--- config.mk ---
export PLATFORM = sky130hd
export DESIGN_NAME = mux_8to1_flat
export DESIGN_NICKNAME = d
export VERILOG_FILES = /design/src/rtl/mux_pkg.sv /design/src/rtl/mux_8to1_if.sv /design/src/rtl/mux_sel_decoder.sv /design/src/rtl/mux_8to1.sv /design/src/flat_wrapper.sv
export SDC_FILE = /design/constraint.sdc
export NUM_CORES = 1
export LEC_CHECK = 0
export BUFFER_PORTS_ARGS = -buffer_cell sky130_fd_sc_hd__buf_2
export CAP_MARGIN = 0
export CORE_MARGIN = 8
export CORE_UTILIZATION = 28
export DETAILED_ROUTE_END_ITERATION = 8
export PLACE_DENSITY = 0.72
export SYNTH_ARGS = -nofsm -noshare
export SYNTH_HDL_FRONTEND = slang
export SYNTH_SLANG_ARGS = --single-unit
--- constraint.sdc ---
create_clock -name clk -period 0.95 [get_ports clk]
set_input_delay 0.0475 -clock clk [delete_from_list [all_inputs] [get_ports clk]]
set_output_delay 0.0475 -clock clk [all_outputs]
set_load 0.02 [all_outputs]
--- src/rtl/mux_pkg.sv ---
// rtl/mux_pkg.sv - shared constants and types for the 8-to-1 nibble selector
package mux_pkg;
  localparam int MUX_WIDTH = 4;
  localparam int MUX_NSEL  = 3;
  localparam int MUX_NIN   = 8;

  typedef logic [MUX_WIDTH-1:0] nibble_t;
endpackage

--- src/rtl/mux_8to1_if.sv ---
// rtl/mux_8to1_if.sv - data/select bus for the 8-to-1 nibble selector
interface mux_8to1_if
  import mux_pkg::*;
#(
  parameter int WIDTH = MUX_WIDTH,
  parameter int NSEL  = MUX_NSEL
) ();
  logic [WIDTH-1:0] in1;
  logic [WIDTH-1:0] in2;
  logic [WIDTH-1:0] in3;
  logic [WIDTH-1:0] in4;
  logic [WIDTH-1:0] in5;
  logic [WIDTH-1:0] in6;
  logic [WIDTH-1:0] in7;
  logic [WIDTH-1:0] in8;
  logic [NSEL-1:0]  sel;
  logic [WIDTH-1:0] out;
  logic [WIDTH-1:0] out_q;

  modport master (
    output in1, in2, in3, in4, in5, in6, in7, in8, sel,
    input  out, out_q
  );

  modport slave (
    input  in1, in2, in3, in4, in5, in6, in7, in8, sel,
    output out, out_q
  );
endinterface

--- src/rtl/mux_sel_decoder.sv ---
// rtl/mux_sel_decoder.sv - one-hot select decoder built from AND/NOT gates
module mux_sel_decoder
  import mux_pkg::*;
#(
  parameter int NSEL = MUX_NSEL
) (
  input  logic [NSEL-1:0]      sel,
  output logic [(1<<NSEL)-1:0] d
);
  logic [NSEL-1:0] nsel;

  assign nsel = ~sel;

  // Each output ANDs one literal per select bit: true or inverted per code k.
  for (genvar k = 0; k < (1 << NSEL); k++) begin : g_code
    logic [NSEL-1:0] lit;
    for (genvar i = 0; i < NSEL; i++) begin : g_lit
      if (((k >> i) & 1) == 1) begin : g_true
        assign lit[i] = sel[i];
      end else begin : g_inv
        assign lit[i] = nsel[i];
      end
    end
    assign d[k] = &lit;
  end
endmodule

--- src/rtl/mux_8to1.sv ---
// rtl/mux_8to1.sv - 8-to-1 nibble selector: AND-OR tree plus registered copy
module mux_8to1
  import mux_pkg::*;
#(
  parameter int WIDTH = MUX_WIDTH,
  parameter int NSEL  = MUX_NSEL
) (
  input  logic       clk,
  input  logic       rst,
  mux_8to1_if.slave  bus
);
  localparam int NIN = 1 << NSEL;

  logic [WIDTH-1:0] ins [NIN];
  logic [NIN-1:0]   d;
  logic [WIDTH-1:0] out_c;

  assign ins[0] = bus.in1;
  assign ins[1] = bus.in2;
  assign ins[2] = bus.in3;
  assign ins[3] = bus.in4;
  assign ins[4] = bus.in5;
  assign ins[5] = bus.in6;
  assign ins[6] = bus.in7;
  assign ins[7] = bus.in8;

  mux_sel_decoder #(.NSEL(NSEL)) u_dec (
    .sel (bus.sel),
    .d   (d)
  );

  // No priority: the decoder guarantees a single live term per bit.
  for (genvar b = 0; b < WIDTH; b++) begin : g_bit
    logic [NIN-1:0] terms;
    for (genvar k = 0; k < NIN; k++) begin : g_term
      assign terms[k] = d[k] & ins[k][b];
    end
    assign out_c[b] = |terms;
  end

  assign bus.out = out_c;

  always_ff @(posedge clk or posedge rst) begin
    if (rst) begin
      bus.out_q <= '0;
    end else begin
      bus.out_q <= out_c;
    end
  end
endmodule

--- src/flat_wrapper.sv ---
// flat-port wrapper written by rule: the top's interface ports become plain ports
module mux_8to1_flat import mux_pkg::*;
#(
  parameter int WIDTH = MUX_WIDTH,
  parameter int NSEL  = MUX_NSEL
)
  (clk, rst, bus_in1, bus_in2, bus_in3, bus_in4, bus_in5, bus_in6, bus_in7, bus_in8, bus_sel, bus_out, bus_out_q);
  mux_8to1_if #(.WIDTH(WIDTH), .NSEL(NSEL)) bus_i ();
  input  logic clk;
  input  logic rst;
  input wire logic [$bits(bus_i.in1)-1:0] bus_in1;
  input wire logic [$bits(bus_i.in2)-1:0] bus_in2;
  input wire logic [$bits(bus_i.in3)-1:0] bus_in3;
  input wire logic [$bits(bus_i.in4)-1:0] bus_in4;
  input wire logic [$bits(bus_i.in5)-1:0] bus_in5;
  input wire logic [$bits(bus_i.in6)-1:0] bus_in6;
  input wire logic [$bits(bus_i.in7)-1:0] bus_in7;
  input wire logic [$bits(bus_i.in8)-1:0] bus_in8;
  input wire logic [$bits(bus_i.sel)-1:0] bus_sel;
  output wire logic [$bits(bus_i.out)-1:0] bus_out;
  output wire logic [$bits(bus_i.out_q)-1:0] bus_out_q;
  assign bus_i.in1 = bus_in1;
  assign bus_i.in2 = bus_in2;
  assign bus_i.in3 = bus_in3;
  assign bus_i.in4 = bus_in4;
  assign bus_i.in5 = bus_in5;
  assign bus_i.in6 = bus_in6;
  assign bus_i.in7 = bus_in7;
  assign bus_i.in8 = bus_in8;
  assign bus_i.sel = bus_sel;
  assign bus_out = bus_i.out;
  assign bus_out_q = bus_i.out_q;
  mux_8to1 #(.WIDTH(WIDTH), .NSEL(NSEL)) u_core (.clk(clk), .rst(rst), .bus(bus_i));
endmodule
Word-level counts from Yosys, hierarchy flattened
Index checks and enable logic that the tools add are counted.
- flip-flop bits (word level): 4
- logic and storage cells: 46
- reductions and logical operators: 12
- bitwise operators: 33
- operators with widths (operator ; number):
    bitwise AND 1 bit ; 32
    OR reduction 8 bit ; 4
    AND reduction 3 bit ; 8
    inverter 3 bit ; 1

Depth between registers and ports, before layout
Gate-level depths: netlist of run 1.
- word-level depth: 4
- gate-level depth with buffers: 3
- gate-level depth less buffers: 2

Cells and area by module
A second synthesis of run 1 with hierarchy kept.
- cell total of the unflattened synthesis: 33
- area total of the unflattened synthesis: 314.1 µm²
- by module, submodules not included (module ; instances ; area each (µm²) ; cells each):
    mux_8to1 ; 1 ; 249.0 ; 25
    mux_sel_decoder ; 1 ; 65.1 ; 8

Worst setup path before layout of run 1
No wires, ideal clock.
- path kind: input-to-reg
- from: input port bus_sel[0]
- to: register u_core.bus.out_q[0]
- data required time: 0.802 ns
- slack: -0.214 ns
- buffers on the path: 1
- arrival: 1.016 ns
- stages on the path: 3
- cell sequence: buf_6 -> mux4_1 -> mux2_2
- longest elaborated chain between the ends: 4
- elaborated cells between the ends (all ways): 18
- classes of those cells: bitwise (9); reduce/logical (9)
- ends and longest elaborated chain (element ; RTL line ; text):
    start: declaration ; flat_wrapper.sv:19 ; input wire logic [$bits(bus_i.sel)-1:0] bus_sel;
    inverter 3 bit ; mux_sel_decoder.sv:12 ; assign nsel = ~sel;
    AND reduction 3 bit ; mux_sel_decoder.sv:24 ; assign d[k] = &lit;
    bitwise AND 1 bit ; mux_8to1.sv:36 ; assign terms[k] = d[k] & ins[k][b];
    OR reduction 8 bit (*) ; mux_8to1.sv:38 ; assign out_c[b] = |terms;
    net bus_out[0] ; flat_wrapper.sv:20 ; output wire logic [$bits(bus_i.out)-1:0] bus_out;
    end signal: assignment ; mux_8to1.sv:47 ; bus.out_q <= out_c;
    end: declaration ; mux_8to1_if.sv:27 ; output out, out_q
Mark *: on every way through the listed nets, which the timed path passes. The rest lies on a longest branch.

Worst setup path after layout of run 1
- from: input port bus_sel[0]
- to: output port bus_out[0]
- longest elaborated chain between the ends: 4
- elaborated cells between the ends (all ways): 18
- classes of those cells: bitwise (9); reduce/logical (9)
- ends and longest elaborated chain (element ; RTL line):
    inverter 3 bit ; mux_sel_decoder.sv:12
    AND reduction 3 bit ; mux_sel_decoder.sv:24
    bitwise AND 1 bit ; mux_8to1.sv:36
    OR reduction 8 bit (*) ; mux_8to1.sv:38
    end: declaration ; flat_wrapper.sv:20
Every way passes the cells marked *; elsewhere a longest branch is shown, timed or not.

==> flow_metrics.env, run 1 <==
export IMPL_grt_max_degree=9
export IMPL_slew_headroom=0.9004
export IMPL_io_pins=45
export IMPL_rows=13
export IMPL_synth_top_area_cell="mux4_1"
export IMPL_antennaDiodeCount=0
export IMPL_finalNetCount=106
export IMPL_antenna_found_initial=0
export IMPL_overflow=0
export IMPL_grt_usage=0.09654
export IMPL_p_int_mw=0.5420
export IMPL_drc=0
export IMPL_viasPerCell=4.598
export IMPL_place_hpwl_um=1194
export IMPL_period_minus_slack_ns=1.122
export IMPL_synth_top_area_frac=0.5508
export IMPL_top_usage_layer="met2"
export IMPL_use_met2=0.1680
export IMPL_cts_sinks=4
export IMPL_drv_cap=0
export IMPL_end_kind="output pin"
export IMPL_top_register="u_core.bus.out_q"
export IMPL_die_width_um=52.92
export IMPL_tightest_slew_ns=0.1492
export IMPL_cts_buffers=3
export IMPL_syn_avg_cell_area_um2=20.09
export IMPL_power_frac_comb=0.460
export IMPL_clockBufferDepth=2
export IMPL_setup_ws_ns=-0.1721
export IMPL_grt_pass1_vias=459
export IMPL_die_h_um=52.92
export IMPL_holdCritPathClass="in2reg"
export IMPL_syn_area_um2=381.6
export IMPL_start_util=0.2970
export IMPL_required_ns=0.90
export IMPL_vias=377
export IMPL_root_buffer="clkbuf_4"
export IMPL_post_route_period_util=1.181
export IMPL_yosys_warnings=0
export IMPL_peakVddDrop_v=0.0003579
export IMPL_postRouteAntennaNets=0
export IMPL_yosys_register_bits=4
export IMPL_p_switching_mw=0.2148
export IMPL_wire_per_inst_um=15.98
export IMPL_grt_pass1_wl_um=1980
export IMPL_drt_iter0_drc=4
export IMPL_slew_viol_final=0
export IMPL_status="finished, violations left"
export IMPL_violations="setup timing"
export IMPL_fp_coreArea_mm2=0.001285
export IMPL_tritoncts="built"
export IMPL_synthTopCellsByArea="mux4_1, dfrtp_1, mux2_2, buf_6, inv_1"
export IMPL_cts_max_level=1
export IMPL_top_regs="u_core.bus.out_q (4)"
export IMPL_switching_share=0.2838
export IMPL_p_per_area_mw_per_mm2=1118
export IMPL_fmax_ghz=0.8912
export IMPL_rsz0062_at_grt="yes"
export IMPL_worst_path_max_fanout=8
export IMPL_die_area_mm2=0.002800
export IMPL_worstSetupStartpointType="primary input"
export IMPL_layout_drive_gt1_share=0.9104
export IMPL_largest_register_ffs=4
export IMPL_clkPwrFrac=0.280
export IMPL_postSynthCellCount=19
export IMPL_wirelength_um=1310
export IMPL_setup_violations=4
export IMPL_syn_to_final_growth_pct=77.38
export IMPL_seqPwrFrac=0.260
export IMPL_crit_type="in2out"
export IMPL_dp_slack_ns=-0.3759
export IMPL_power_mw=0.7568
export IMPL_synth_cell_types=5
export IMPL_arrival_ns=1.07
export IMPL_leakage_nw=0.3525
export IMPL_firstDrtPassIters=4
export IMPL_ys_seq_area_frac=0.2623
export IMPL_numPortBuffers=44
export IMPL_place_congestion=0.7856
export IMPL_grt_util_met3=0.04762
export IMPL_gr_usage_met1=0.08497
export IMPL_synth_fp_nets=56
export IMPL_finalHoldViolations=0
export IMPL_clk_pin_slew_ns=0.04
export IMPL_fillers=110
==> routing by layer <==
layer	share of wire	up-vias	wire (um)
met5	0	-	0
met4	0.022	0	29
met3	0.11	5	149
met2	0.54	25	709
met1	0.32	169	421
li1	-	178	-
==> Yosys cell counts (all sizes together) <==
cell / count
mux4: 8
dfrtp: 4
mux2: 4
buf: 2
inv: 1
==> worst max-delay path, stage by stage <==
cell and delay (ns):
buf_12 0.11, mux4_2 0.50, mux2_4 0.29, buf_6 0.13
==> cell usage in the layout, fill, tap and decap left out <==
| master | count |
|---|---|
| buf_12 | 1 |
| clkbuf_4 | 3 |
| dfrtp_1 | 4 |
| buf_6 | 5 |
| mux4_2 | 8 |
| inv_1 | 1 |
| buf_2 | 38 |
| dlygate4sd3_1 | 1 |
| mux2_4 | 4 |
| buf_4 | 2 |
==> cells by family (layout without fill, tap and decap cells) <==
family	Yosys count	in the layout	synth area share
muxes	12	12	0.6688
buffers and inverters	3	51	0.06884
DFF	4	4	0.2623
==> final timing paths <==
kind	startpoint	end	slack (ns)	depth (start not counted)
worst max-delay path	bus_sel[0]	bus_out[0]	-0.17	4
min in group asynchronous	rst	u_core.bus.out_q[1]	0.24	3
worst min-delay path	bus_sel[1]	u_core.bus.out_q[0]	0.18	2
max in group asynchronous	rst	u_core.bus.out_q[0]	0.57	3
==> through the flow <==
step           instance area [um2]  std cells  hold WS, ns    util  setup TNS [ns]
3_3_place_gp                 598.1         78     -0.07345  0.4654          -2.375
6_report                     676.9         82       0.1850  0.5268         -0.6711
2_1_floorplan                379.1         19      -0.1864       -         -0.7083
5_1_grt                      676.9         82       0.1852  0.5268         -0.7886
3_5_place_dp                 598.1         78     -0.06538  0.4654          -2.638
4_1_cts                      676.9         82       0.1781  0.5268         -0.7015
==> power by group through the flow <==
stage | clock network, mW | logic (mW) | registers (mW)
global placement | 0 | 0.303 | 0.199
finish | 0.212 | 0.348 | 0.197
global route | 0.235 | 0.372 | 0.199
floorplan | 0 | 0.160 | 0.229
detailed placement | 0 | 0.309 | 0.199
CTS | 0.223 | 0.353 | 0.197
==> timing repair <==
item	4_1_cts	5_1_grt
gates resized for setup	13	0
hold endpoints to repair	4	0
buffers inserted	0	0
endpoints found under the setup margin	8	4
hold buffers	1	0
==> cell type report <==
| class | instances | area, um2 | area share |
|---|---|---|---|
| Inverter | 1 | 3.754 | 0.005545 |
| Multi-Input combinational cell | 12 | 240.2 | 0.3549 |
| Clock buffer | 3 | 22.52 | 0.03327 |
| Sequential cell | 4 | 100.1 | 0.1479 |
| Tap cell | 15 | 18.77 | 0.02773 |
| Timing Repair Buffer | 47 | 291.5 | 0.4307 |
Power figures use the tool's default switching activity.
==> inputs of run 2 (changes only) <==
--- a/config.mk
+++ b/config.mk
@@ -11,6 +11,7 @@
 export CORE_UTILIZATION = 28
 export DETAILED_ROUTE_END_ITERATION = 8
 export PLACE_DENSITY = 0.72
+export RECOVER_POWER = 100
 export SYNTH_ARGS = -nofsm -noshare
 export SYNTH_HDL_FRONTEND = slang
 export SYNTH_SLANG_ARGS = --single-unit
==> run 2 against run 1 <==
Effect of this change: the run still ends with setup timing left; worst hold slack about the same; worst setup slack about the same; wire length up 0.31%; count of clock-buffer cells in the layout unchanged; sequential share of layout area up 0.11 points; non-clock buffer count unchanged; critical path type unchanged; largest power group unchanged.
==> flow_metrics.env, run 2 (synthesis gave the netlist of run 1 again) <==
export IMPL_worstSetupStartpointType="primary input"
export IMPL_antenna_found_initial=0
export IMPL_top_regs="u_core.bus.out_q (4)"
export IMPL_fmax_ghz=0.8912
export IMPL_drt_iter0_drc=4
export IMPL_fp_coreArea_mm2=0.001285
export IMPL_place_congestion=0.7856
export IMPL_overflow=0
export IMPL_fin_tns_setup_ns=-0.6708
export IMPL_syn_to_final_growth_pct=76.07
export IMPL_p_per_area_mw_per_mm2=1118
export IMPL_viasPerCell=4.598
export IMPL_io_pins=45
export IMPL_drc=0
export IMPL_cp_startpoint="bus_sel[0]"
export IMPL_power_frac_comb=0.455
export IMPL_stdcell_area_um2=671.9
export IMPL_crit_type="in2out"
export IMPL_clkPwrFrac=0.282
export IMPL_status="finished, violations left"
export IMPL_die_width_um=52.92
export IMPL_seqPwrFrac=0.263
export IMPL_rsz0062_at_grt="yes"
export IMPL_worst_path_max_fanout=8
export IMPL_layout_commonest_cell="buf_2"
export IMPL_largest_register_ffs=4
export IMPL_p_int_mw=0.5358
export IMPL_vias=377
export IMPL_hold_ws_ns=0.1850
export IMPL_cts_buffers=3
export IMPL_die_area_mm2=0.002800
export IMPL_grt_max_degree=9
export IMPL_drv_cap=0
export IMPL_wirelength_um=1314
export IMPL_post_dp_cell_area_um2=598.1
export IMPL_clk_pin_slew_ns=0.04
export IMPL_cts_max_level=1
export IMPL_wire_per_inst_um=16.02
export IMPL_tightest_slew_ns=0.2642
export IMPL_end_kind="output pin"
export IMPL_fin_cells=82
export IMPL_postRouteAntennaNets=0
export IMPL_place_inst=78
export IMPL_violations="setup timing"
export IMPL_rows=13
export IMPL_period_minus_slack_ns=1.122
export IMPL_arrival_ns=1.07
export IMPL_holdCritPathClass="in2reg"
export IMPL_tritoncts="built"
export IMPL_finalNetCount=106
export IMPL_p_switching_mw=0.2154
export IMPL_root_buffer="clkbuf_4"
export IMPL_slew_headroom=0.8247
export IMPL_setup_violations=4
export IMPL_leakage_nw=0.3415
export IMPL_top_register="u_core.bus.out_q"
export IMPL_switching_share=0.2867
export IMPL_finalHoldViolations=0
export IMPL_required_ns=0.90
export IMPL_utilization=0.5229
export IMPL_setup_ws_ns=-0.1721
export IMPL_die_h_um=52.92
export IMPL_dp_slack_ns=-0.3759
export IMPL_place_hpwl_um=1194
export IMPL_layout_common_cells="buf_2, mux4_2, buf_6"
export IMPL_worstSetupEndpoint="bus_out[0]"
export IMPL_min_delay_start="bus_sel[1]"
export IMPL_grt_pass1_wl_um=1980
export IMPL_peakVddDrop_v=0.0003558
export IMPL_layout_drive_gt1_share=0.8507
export IMPL_power_mw=0.7512
export IMPL_cts_sinks=4
export IMPL_clockBufferDepth=2
export IMPL_numPortBuffers=44
export IMPL_post_route_period_util=1.181
export IMPL_fillers=113
export IMPL_firstDrtPassIters=4
export IMPL_slew_viol_final=0
export IMPL_grt_usage=0.09654
export IMPL_antennaDiodeCount=0
export IMPL_start_util=0.2970
export IMPL_grt_pass1_vias=459
[run 2: cell types whose count changed in the layout (fill, tap and decap cells not counted), sizes merged]
cell    change
buf         -4
clkbuf      +4
[run 2: routing by layer]
layer | track usage | wire length, um | vias up
met3 | 0.04762 | 159 | 5
met1 | 0.08497 | 415 | 169
met2 | 0.1680 | 709 | 25
met4 | 0.06466 | 29 | 0
met5 | 0 | 0 | -
li1 | - | - | 178
[run 2: worst min-delay path by stage]
stage	end	slack, ns	cells after the start
after global placement	u_core.bus.out_q[0]	-0.07	2
after global routing	u_core.bus.out_q[2]	0.19	2
after floorplan	u_core.bus.out_q[0]	-0.19	1
final	u_core.bus.out_q[0]	0.18	2
after detailed placement	u_core.bus.out_q[0]	-0.07	2
after CTS	u_core.bus.out_q[0]	0.18	2
[run 2: power by group through the flow]
stage	Clock [mW]	Combinational [mW]	Sequential, mW
after floorplan	0	0.160	0.229
after global placement	0	0.303	0.199
after detailed placement	0	0.309	0.199
after CTS	0.223	0.353	0.197
after global routing	0.235	0.366	0.199
final	0.212	0.342	0.197
[run 2: worst max-delay path: stages]
cell and delay (ns):
buf_12 0.11, mux4_2 0.50, mux2_4 0.29, buf_6 0.13
[run 2: layout make-up]
class / instances / area, um2 / share of cell area
tap: 15 / 18.77 / 0.02793
clock buffer: 3 / 22.52 / 0.03352
sequential: 4 / 100.1 / 0.1490
multi-input combinational: 12 / 240.2 / 0.3575
inverter: 1 / 3.754 / 0.005587
timing repair buffer: 47 / 286.5 / 0.4264
[run 2: what timing repair did]
action                     4_1_cts  5_1_grt
hold endpoints to repair         4        0
gates resized for setup         13        0
gates cloned                     0        0
setup endpoints to repair        8        4
hold buffers                     1        0
setup buffers                    0        0
==> inputs of run 3 (changes only) <==
--- a/config.mk
+++ b/config.mk
@@ -12,6 +12,7 @@
 export DETAILED_ROUTE_END_ITERATION = 8
 export PLACE_DENSITY = 0.72
 export RECOVER_POWER = 100
+export REMOVE_ABC_BUFFERS = 1
 export SYNTH_ARGS = -nofsm -noshare
 export SYNTH_HDL_FRONTEND = slang
 export SYNTH_SLANG_ARGS = --single-unit
==> run 3 against run 2 <==
Effect of this change: combinational power up 5%; wire length up 13%; critical path depth unchanged; count of clock-buffer cells in the layout unchanged; sequential power about the same; total power up 1.7%; flip-flop and latch count unchanged; critical path type unchanged; sequential share of layout area down 0.16 points; via count up 4.5%; the run still ends with setup timing left; worst setup slack worse by 0.0049 ns.
==> flow_metrics.env, run 3 (synthesis gave the netlist of run 1 again) <==
export IMPL_peakVddDrop_v=0.0004947
export IMPL_die_width_um=52.92
export IMPL_cts_max_level=1
export IMPL_start_util=0.2970
export IMPL_worstSetupStartpointType="primary input"
export IMPL_die_area_mm2=0.002800
export IMPL_dp_slack_ns=-0.3768
export IMPL_tritoncts="built"
export IMPL_arrival_ns=1.08
export IMPL_p_switching_mw=0.2214
export IMPL_overflow=0
export IMPL_numPortBuffers=44
export IMPL_hold_ws_ns=0.1924
export IMPL_die_h_um=52.92
export IMPL_largest_register_ffs=4
export IMPL_top_register="u_core.bus.out_q"
export IMPL_clkPwrFrac=0.270
export IMPL_io_pins=45
export IMPL_finalNetCount=107
export IMPL_drt_iter0_drc=9
export IMPL_cts_buffers=3
export IMPL_required_ns=0.90
export IMPL_root_buffer="clkbuf_4"
export IMPL_max_stage_delay_ns=0.49
export IMPL_antennaDiodeCount=0
export IMPL_layout_common_cells="buf_2, mux4_2, buf_6"
export IMPL_antenna_found_initial=0
export IMPL_cts_sinks=4
export IMPL_setup_ws_ns=-0.1769
export IMPL_slew_headroom=0.8267
export IMPL_worst_path_max_fanout=8
export IMPL_viasPerCell=4.747
export IMPL_grt_pass1_vias=522
export IMPL_firstDrtPassIters=2
export IMPL_layout_drive_gt1_share=0.8529
export IMPL_fp_coreArea_mm2=0.001285
export IMPL_grt_usage=0.1076
export IMPL_postRouteAntennaNets=0
export IMPL_drv_cap=0
export IMPL_place_inst=78
export IMPL_switching_share=0.2899
export IMPL_wire_per_inst_um=17.88
export IMPL_holdCritPathClass="in2reg"
export IMPL_violations="setup timing"
export IMPL_stdcell_area_um2=679.4
export IMPL_p_per_area_mw_per_mm2=1124
export IMPL_grt_pass1_wl_um=2242
export IMPL_end_kind="output pin"
export IMPL_fmax_ghz=0.8874
export IMPL_finalHoldViolations=0
export IMPL_post_dp_cell_area_um2=613.1
export IMPL_leakage_nw=0.3463
export IMPL_setup_violations=4
export IMPL_vias=394
export IMPL_clockBufferDepth=2
export IMPL_crit_type="in2out"
export IMPL_rsz0062_at_grt="yes"
export IMPL_rows=13
export IMPL_p_int_mw=0.5425
export IMPL_power_frac_comb=0.469
export IMPL_syn_to_final_growth_pct=78.03
export IMPL_place_congestion=0.7293
export IMPL_period_minus_slack_ns=1.127
export IMPL_fin_cells=83
export IMPL_wirelength_um=1484
export IMPL_slew_viol_final=0
export IMPL_cp_cell_sequence="buf_12 > mux4_2 > mux2_4 > buf_6"
export IMPL_top_regs="u_core.bus.out_q (4)"
export IMPL_post_route_period_util=1.186
export IMPL_drc=0
export IMPL_layout_commonest_cell="buf_2"
export IMPL_tightest_slew_ns=0.2610
export IMPL_grt_max_degree=9
export IMPL_worst_path_max_delay_cell="mux4_2"
export IMPL_seqPwrFrac=0.261
export IMPL_status="finished, violations left"
export IMPL_clk_pin_slew_ns=0.04
## run 3: cell count changes in the layout (fill, tap and decap cells not counted)
cell	change
buf_4	+1
## run 3: final timing paths
kind	start	end	cells after the start	slack, ns
worst max-delay path	bus_sel[0]	bus_out[3]	4	-0.18
worst min-delay path	bus_sel[1]	u_core.bus.out_q[3]	2	0.19
max in group asynchronous	rst	u_core.bus.out_q[1]	3	0.55
min in group asynchronous	rst	u_core.bus.out_q[3]	3	0.24
## run 3: worst max-delay path: cells and delay by family
kind | cells | cell delay, ns
muxes | 2 | 0.79
buffers and inverters | 2 | 0.24
## run 3: final cells by class
| class | instances | area [um2] |
|---|---|---|
| clock buffer | 3 | 22.52 |
| fill | 117 | 605.6 |
| inverter | 1 | 3.754 |
| multi-input combinational | 12 | 240.2 |
| sequential | 4 | 100.1 |
| tap | 15 | 18.77 |
| timing repair buffer | 48 | 294.0 |
## run 3: metrics by stage
stage	power, mW	TNS [ns]	util
floorplan	0.3438	-0.3318	-
global placement	0.4779	-2.629	0.4771
detailed placement	0.4886	-2.628	0.4771
CTS	0.7864	-0.6767	0.5326
global route	0.8155	-0.7920	0.5287
finish	0.7639	-0.6671	0.5287
## run 3: routing by layer
| layer | routed length (um) | vias to the layer above | share of wire | GRT usage |
|---|---|---|---|---|
| met4 | 0 | 0 | 0 | 0.03879 |
| met5 | 0 | - | 0 | 0 |
| met1 | 555 | 183 | 0.37 | 0.1250 |
| met2 | 755 | 29 | 0.51 | 0.1758 |
| li1 | - | 182 | - | - |
| met3 | 173 | 0 | 0.12 | 0.03922 |
## run 3: timing repair
action | in CTS | in global routing
endpoints found under the setup margin | 8 | 4
gates resized for setup | 25 | 0
buffers inserted | 1 | 0
endpoints found under the hold margin | 4 | 0
hold buffers | 1 | 0
## run 3: power by group through the flow
stage	sequential (mW)	clock, mW	combinational, mW
after global routing	0.202	0.232	0.381
after detailed placement	0.201	0	0.288
after global placement	0.198	0	0.280
after CTS	0.199	0.220	0.367
after floorplan	0.229	0	0.114
final	0.199	0.207	0.358
